### config.mk
export PLATFORM = sky130hd
export DESIGN_NAME = soc_hash_bridge
export DESIGN_NICKNAME = d
export VERILOG_FILES = /design/src/rtl/soc_hash_pkg.sv /design/src/rtl/hash_word_serializer.sv /design/src/rtl/soc_hash_bridge.sv
export SDC_FILE = /design/constraint.sdc
export NUM_CORES = 1
export LEC_CHECK = 0
export CORE_UTILIZATION = 50
export DETAILED_ROUTE_END_ITERATION = 12
export GPL_TIMING_DRIVEN = 1
export PLACE_DENSITY = 0.84
export SLEW_MARGIN = 10
export SYNTH_ARGS = -nofsm -noshare
export SYNTH_HDL_FRONTEND = slang
export SYNTH_SLANG_ARGS = --single-unit
export TNS_END_PERCENT = 30
### constraint.sdc
create_clock -name clk -period 2.7 [get_ports clk]
set_clock_uncertainty 0.15 [all_clocks]
set_input_delay 0.405 -clock clk [delete_from_list [all_inputs] [get_ports clk]]
set_output_delay 0.405 -clock clk [all_outputs]
set_load 0.02 [all_outputs]
### src/rtl/soc_hash_pkg.sv
// soc_hash_pkg: shared state encoding and width helper for the hash bridge.
package soc_hash_pkg;

    // Bridge control states.
    typedef enum logic [1:0] {
        StLoad,
        StStart,
        StWait,
        StOut
    } bridge_state_e;

    // Bits needed to hold values 0..n-1; never less than one bit.
    function automatic int unsigned width_of(input int unsigned n);
        return (n < 2) ? 1 : $clog2(n);
    endfunction

endpackage

### src/rtl/hash_word_serializer.sv
// hash_word_serializer: parallel-loads an L-bit digest and streams it out
// MSB-first as DW-bit words over a valid/ready handshake with a last flag.
module hash_word_serializer
    import soc_hash_pkg::*;
#(
    parameter int unsigned DW = 8,
    parameter int unsigned L  = 256
) (
    input  logic          clk,
    input  logic          rst,
    input  logic          load,
    input  logic [L-1:0]  load_data,
    output logic          valid,
    output logic [DW-1:0] data,
    output logic          last,
    input  logic          ready
);
    localparam int unsigned NumWords = L / DW;
    localparam int unsigned IdxW     = width_of(NumWords);

    logic [L-1:0]    shreg_q;
    logic [IdxW-1:0] idx_q;
    logic            valid_q;
    logic            at_last;

    assign at_last = (idx_q == IdxW'(NumWords - 1));

    // Load the digest, then shift one word out per accepted transfer.
    always_ff @(posedge clk) begin
        if (!rst) begin
            shreg_q <= '0;
            idx_q   <= '0;
            valid_q <= 1'b0;
        end else if (load) begin
            shreg_q <= load_data;
            idx_q   <= '0;
            valid_q <= 1'b1;
        end else if (valid_q && ready) begin
            if (at_last) begin
                shreg_q <= '0;
                idx_q   <= '0;
                valid_q <= 1'b0;
            end else begin
                shreg_q <= shreg_q << DW;
                idx_q   <= idx_q + IdxW'(1);
            end
        end
    end

    assign valid = valid_q;
    assign data  = shreg_q[L-1 -: DW];
    assign last  = valid_q && at_last;

endmodule

### src/rtl/soc_hash_bridge.sv
// soc_hash_bridge: collects a message from an input word stream, hands it to
// a hash core with a start pulse, then streams the returned digest out.
// Optional core watchdog: define SOC_HASH_BRIDGE_TIMEOUT_EN.
module soc_hash_bridge
    import soc_hash_pkg::*;
#(
    parameter int unsigned DW          = 8,
    parameter int unsigned MSG_MAX     = 128,
    parameter int unsigned L           = 256,
    parameter int unsigned TIMEOUT_CYC = 1024
) (
    input  logic                         clk,
    input  logic                         rst,
    input  logic                         in_validxSI,
    input  logic [DW-1:0]                in_dataxDI,
    input  logic                         in_lastxSI,
    output logic                         in_readyxSO,
    output logic [MSG_MAX-1:0]           core_messagexDO,
    output logic [$clog2(MSG_MAX+1)-1:0] core_lenxDO,
    output logic                         core_startxSO,
    input  logic                         core_readyxSI,
    input  logic [L-1:0]                 core_digestxDI,
    output logic                         out_validxSO,
    output logic [DW-1:0]                out_dataxDO,
    output logic                         out_lastxSO,
    input  logic                         out_readyxSI,
    output logic                         busyxSO,
    output logic                         errxSO
);
    localparam int unsigned NumWords = MSG_MAX / DW;
    localparam int unsigned CntW     = width_of(NumWords + 1);
    localparam int unsigned LenW     = $clog2(MSG_MAX + 1);
    localparam int unsigned MsgIdxW  = width_of(MSG_MAX);

    bridge_state_e      state_q;
    logic [MSG_MAX-1:0] msg_q;
    logic [CntW-1:0]    cnt_q;
    logic               in_ready_q;
    logic               start_q;
    logic               busy_q;
    logic               accept;
    logic               digest_load;
    logic               out_done;
    logic               wd_expire;
    logic [MsgIdxW-1:0] wr_msb;

    assign accept      = in_validxSI && in_ready_q;
    assign digest_load = (state_q == StWait) && core_readyxSI;
    assign out_done    = out_validxSO && out_readyxSI && out_lastxSO;
    // Word k lands k words below the MSB end of the buffer.
    assign wr_msb      = MsgIdxW'(MSG_MAX - 1 - 32'(cnt_q) * DW);

`ifdef SOC_HASH_BRIDGE_TIMEOUT_EN
    localparam int unsigned WdW = width_of(TIMEOUT_CYC);

    logic [WdW-1:0] wd_q;
    logic           err_q;

    assign wd_expire = (state_q == StWait) && !core_readyxSI &&
                       (wd_q == WdW'(TIMEOUT_CYC - 1));

    // Count consecutive WAIT cycles; restart whenever WAIT is left.
    always_ff @(posedge clk) begin
        if (!rst || state_q != StWait) begin
            wd_q <= '0;
        end else begin
            wd_q <= wd_q + WdW'(1);
        end
    end

    // Sticky error: set on expiry, cleared by the next accepted word.
    always_ff @(posedge clk) begin
        if (!rst) begin
            err_q <= 1'b0;
        end else if (wd_expire) begin
            err_q <= 1'b1;
        end else if (accept) begin
            err_q <= 1'b0;
        end
    end

    assign errxSO = err_q;
`else
    logic unused_timeout;

    assign unused_timeout = ^TIMEOUT_CYC;
    assign wd_expire      = 1'b0;
    assign errxSO         = 1'b0;
`endif

    // Control FSM: gather words, pulse start, await the core, drain the digest.
    always_ff @(posedge clk) begin
        if (!rst) begin
            state_q    <= StLoad;
            msg_q      <= '0;
            cnt_q      <= '0;
            in_ready_q <= 1'b1;
            start_q    <= 1'b0;
            busy_q     <= 1'b0;
        end else begin
            unique case (state_q)
                StLoad: begin
                    if (accept) begin
                        msg_q[wr_msb -: DW] <= in_dataxDI;
                        cnt_q               <= cnt_q + CntW'(1);
                        // A full buffer ends the message even without last.
                        if (in_lastxSI || (cnt_q == CntW'(NumWords - 1))) begin
                            state_q    <= StStart;
                            in_ready_q <= 1'b0;
                            start_q    <= 1'b1;
                            busy_q     <= 1'b1;
                        end
                    end
                end
                StStart: begin
                    state_q <= StWait;
                    start_q <= 1'b0;
                end
                StWait: begin
                    if (digest_load) begin
                        state_q <= StOut;
                    end else if (wd_expire) begin
                        state_q    <= StLoad;
                        msg_q      <= '0;
                        cnt_q      <= '0;
                        in_ready_q <= 1'b1;
                        busy_q     <= 1'b0;
                    end
                end
                StOut: begin
                    if (out_done) begin
                        state_q    <= StLoad;
                        msg_q      <= '0;
                        cnt_q      <= '0;
                        in_ready_q <= 1'b1;
                        busy_q     <= 1'b0;
                    end
                end
                default: state_q <= StLoad;
            endcase
        end
    end

    assign in_readyxSO     = in_ready_q;
    assign core_startxSO   = start_q;
    assign busyxSO         = busy_q;
    assign core_messagexDO = msg_q;
    assign core_lenxDO     = LenW'(32'(cnt_q) * DW);

    hash_word_serializer #(
        .DW (DW),
        .L  (L)
    ) u_serializer (
        .clk       (clk),
        .rst       (rst),
        .load      (digest_load),
        .load_data (core_digestxDI),
        .valid     (out_validxSO),
        .data      (out_dataxDO),
        .last      (out_lastxSO),
        .ready     (out_readyxSI)
    );

endmodule

==> results.json <==
{
  "status": "finished clean",
  "cts_setup_buffers": 0,
  "hp-class": "in2reg",
  "ys_top_cells_by_area": "dfxtp_1 (45%), o211a_1 (13%), o311ai_0 (5.9%)",
  "dp.cells": 2565,
  "routed_via_density": 6.016,
  "fin_ws_ns": 0.1382,
  "h-tree-depth": 2,
  "antenna_found_initial": 15,
  "drc": 0,
  "ys_types": 48,
  "synth-seq-area-share_pct": 44.60,
  "die_area_mm2": 0.03667,
  "p_per_area_mw_per_mm2": 715.0,
  "rows": 69,
  "dr.pass1.iters": 6,
  "yosysTopAreaCellShare_pct": 44.60,
  "grt-ovfl-total": 0,
  "slew_viol_final": 0,
  "drive_gt1_share_pct": 6.193,
  "cp.arrival_ns": 2.01,
  "insertion_delay_ns": 0.54,
  "p_leak_nw": 9.824,
  "cts_buffer_depth": 3,
  "layout_min_cycle_time_ns": 2.562,
  "netlist_area_mm2": 0.01795,
  "yosys_warnings": 0,
  "max-cap-violations": 0,
  "grt_pass1_wl_mm": 82.10,
  "crit_buf_inv": 1,
  "cp-end-kind": "output pin",
  "dpl_worst_slack_ns": 0.2157,
  "first_iter_violations": 1209,
  "first_global_vias": 15320,
  "worstReg2RegStart": "u_serializer.idx_q[0]",
  "swShare_pct": 29.93,
  "clkTransAtPathRegs_ns": 0.06,
  "final_cell_mix": "clkdlybuf4s50_1 (413), dfxtp_1 (399), o211a_1 (242)",
  "tritoncts": "built",
  "rsz0062_at_grt": "no",
  "setup_tns_ns": 0,
  "ys_seq_elements": 400,
  "startpoint_type": "flip-flop",
  "io_buffer_count": 415,
  "final_cells": 2648,
  "place_area_mm2": 0.02236,
  "num_vias": 15930,
  "internal_power_mw": 11.88,
  "crit_chain": "ha_1, and3_1, ha_4, and2_1, dlygate4sd2_1",
  "mostFrequentLayoutCell": "clkdlybuf4s50_1",
  "required_ns": 2.14,
  "clock_power_share_pct": 33.0,
  "die_x_um": 191.5,
  "timing.critical_path.fanout_max": 5,
  "yosys_most_used_dff": "dfxtp_1",
  "critical_path.top_delay_family": "flip-flops",
  "root_buffer": "clkbuf_16",
  "fmax_mhz": 390.3,
  "p_sw_mw": 5.076,
  "critical_path_class": "reg2out",
  "p_comb_share_pct": 25.1,
  "slowest_stage": "dfxtp_1",
  "yosys.area.top_type": "dfxtp_1",
  "cpPeakStageDelay_ns": 0.39,
  "synthCells": 1857,
  "grt.total_usage_pct": 28.04,
  "finish.instance_area_mm2": 0.02372,
  "initial_utilization_pct": 50.60,
  "nets": 2433,
  "die_h_um": 191.5,
  "async_reset_ff_share_pct": 0,
  "synth_edf_count": 0,
  "relSlewSlack_pct": 49.34,
  "final_hold_viol_count": 0,
  "seqPwrFrac_pct": 41.9,
  "worst_pin_slew_ns": 0.7598,
  "gp_congestion": 0.9569,
  "vdd_drop_max_uv": 555.6,
  "hp-start": "rst",
  "crit_start": "u_serializer.idx_q[0]",
  "period_share_pct": 94.88,
  "syn_avg_cell_area_um2": 9.668,
  "wl_per_cell_um": 20.18,
  "core_region_area_mm2": 0.03548,
  "grt_max_degree": 138,
  "dp_hpwl_mm": 36.43,
  "syn2layout_area_growth_pct": 32.10,
  "io-pin-count": 420,
  "finalSetupViolations": 0,
  "drtAntennaViolNets": 0,
  "cts_buffers": 43,
  "routed_wl_mm": 53.43,
  "cts.sinks": 400,
  "hold_slack_ns": 0.1126
}
-- stage by stage --
stage                     total power [mW]  utilization [%]
final                                16.96            66.84
after global routing                 17.76            66.82
after CTS                            16.99            66.79
after detailed placement             11.41            63.02
after global placement               11.23            63.02
after floorplan                      10.05                -
-- path summary, 6_finish.rpt --
| path | to | slack [ns] | cells after the start |
|---|---|---|---|
| worst max-delay path | out_lastxSO | 0.14 | 5 |
| worst min-delay path | u_serializer.shreg_q[37] | 0.11 | 2 |
| worst max register to register | core_messagexDO[113] | 0.18 | 8 |
| worst min register to register | core_messagexDO[2] | 0.31 | 1 |
-- power groups by stage --
stage / combinational, mW / clock (mW) / sequential [mW]
floorplan: 2.90 / 0 / 7.16
global placement: 4.06 / 0 / 7.18
detailed placement: 4.20 / 0 / 7.21
CTS: 4.25 / 5.65 / 7.09
global route: 4.68 / 5.91 / 7.17
finish: 4.26 / 5.60 / 7.10
-- sequential cells by signal, summed over array words and instances, names as in the netlist --
name                  cells
u_serializer.shreg_q    256
core_messagexDO         128
cnt_q                     5
u_serializer.idx_q        5
state_q                   2
busyxSO                   1
core_startxSO             1
in_readyxSO               1
u_serializer.valid        1
-- cell families (layout without fill, tap and decap cells) --
family	after synthesis	count (layout)	share of synthesized area (%)
AOI/OAI and AO/OA	709	709	34.01
adders and majority gates	14	14	0.9757
DFF	400	400	44.60
buffers and inverters	339	659	7.568
other	1	11	0.02089
and+or+nand+nor	394	394	12.82
-- layout make-up --
class	instances	area (um2)
diodes	7	17.52
clock buffers	63	1241
clock inverters	13	96.34
fillers	2725	11770
inverters	129	484.2
multi-input cells	1121	8628
flip-flops and latches	400	8009
well taps	461	576.8
repair buffers	454	4663
-- layer usage --
layer	up-vias	track usage [%]	routed length, um
met4	14	10.74	1820
met1	7603	33.54	21150
met2	645	48.15	25970
met3	127	6.958	4400
met5	-	0	91
li1	7542	-	-
-- synth_stat cells (14+ instances only) --
cell type / n
a21boi_0: 31
a21oi_1: 24
a22o_1: 72
buf_1: 16
buf_2: 24
clkbuf_1: 156
dfxtp_1: 400
ha_1: 14
inv_1: 129
nand2_1: 175
nand3b_1: 122
nor2_1: 15
nor2b_1: 14
nor3b_1: 17
o211a_1: 242
o211ai_1: 121
o21ai_0: 36
o2bb2ai_1: 24
o311ai_0: 120
-- repair_timing --
action                                 in CTS  in global routing
resized for setup                           2                  0
setup endpoints to repair                   2                  0
endpoints found under the hold margin       0                  0
hold buffers                                0                  0
Note: power is estimated with default switching activity, not from simulation.
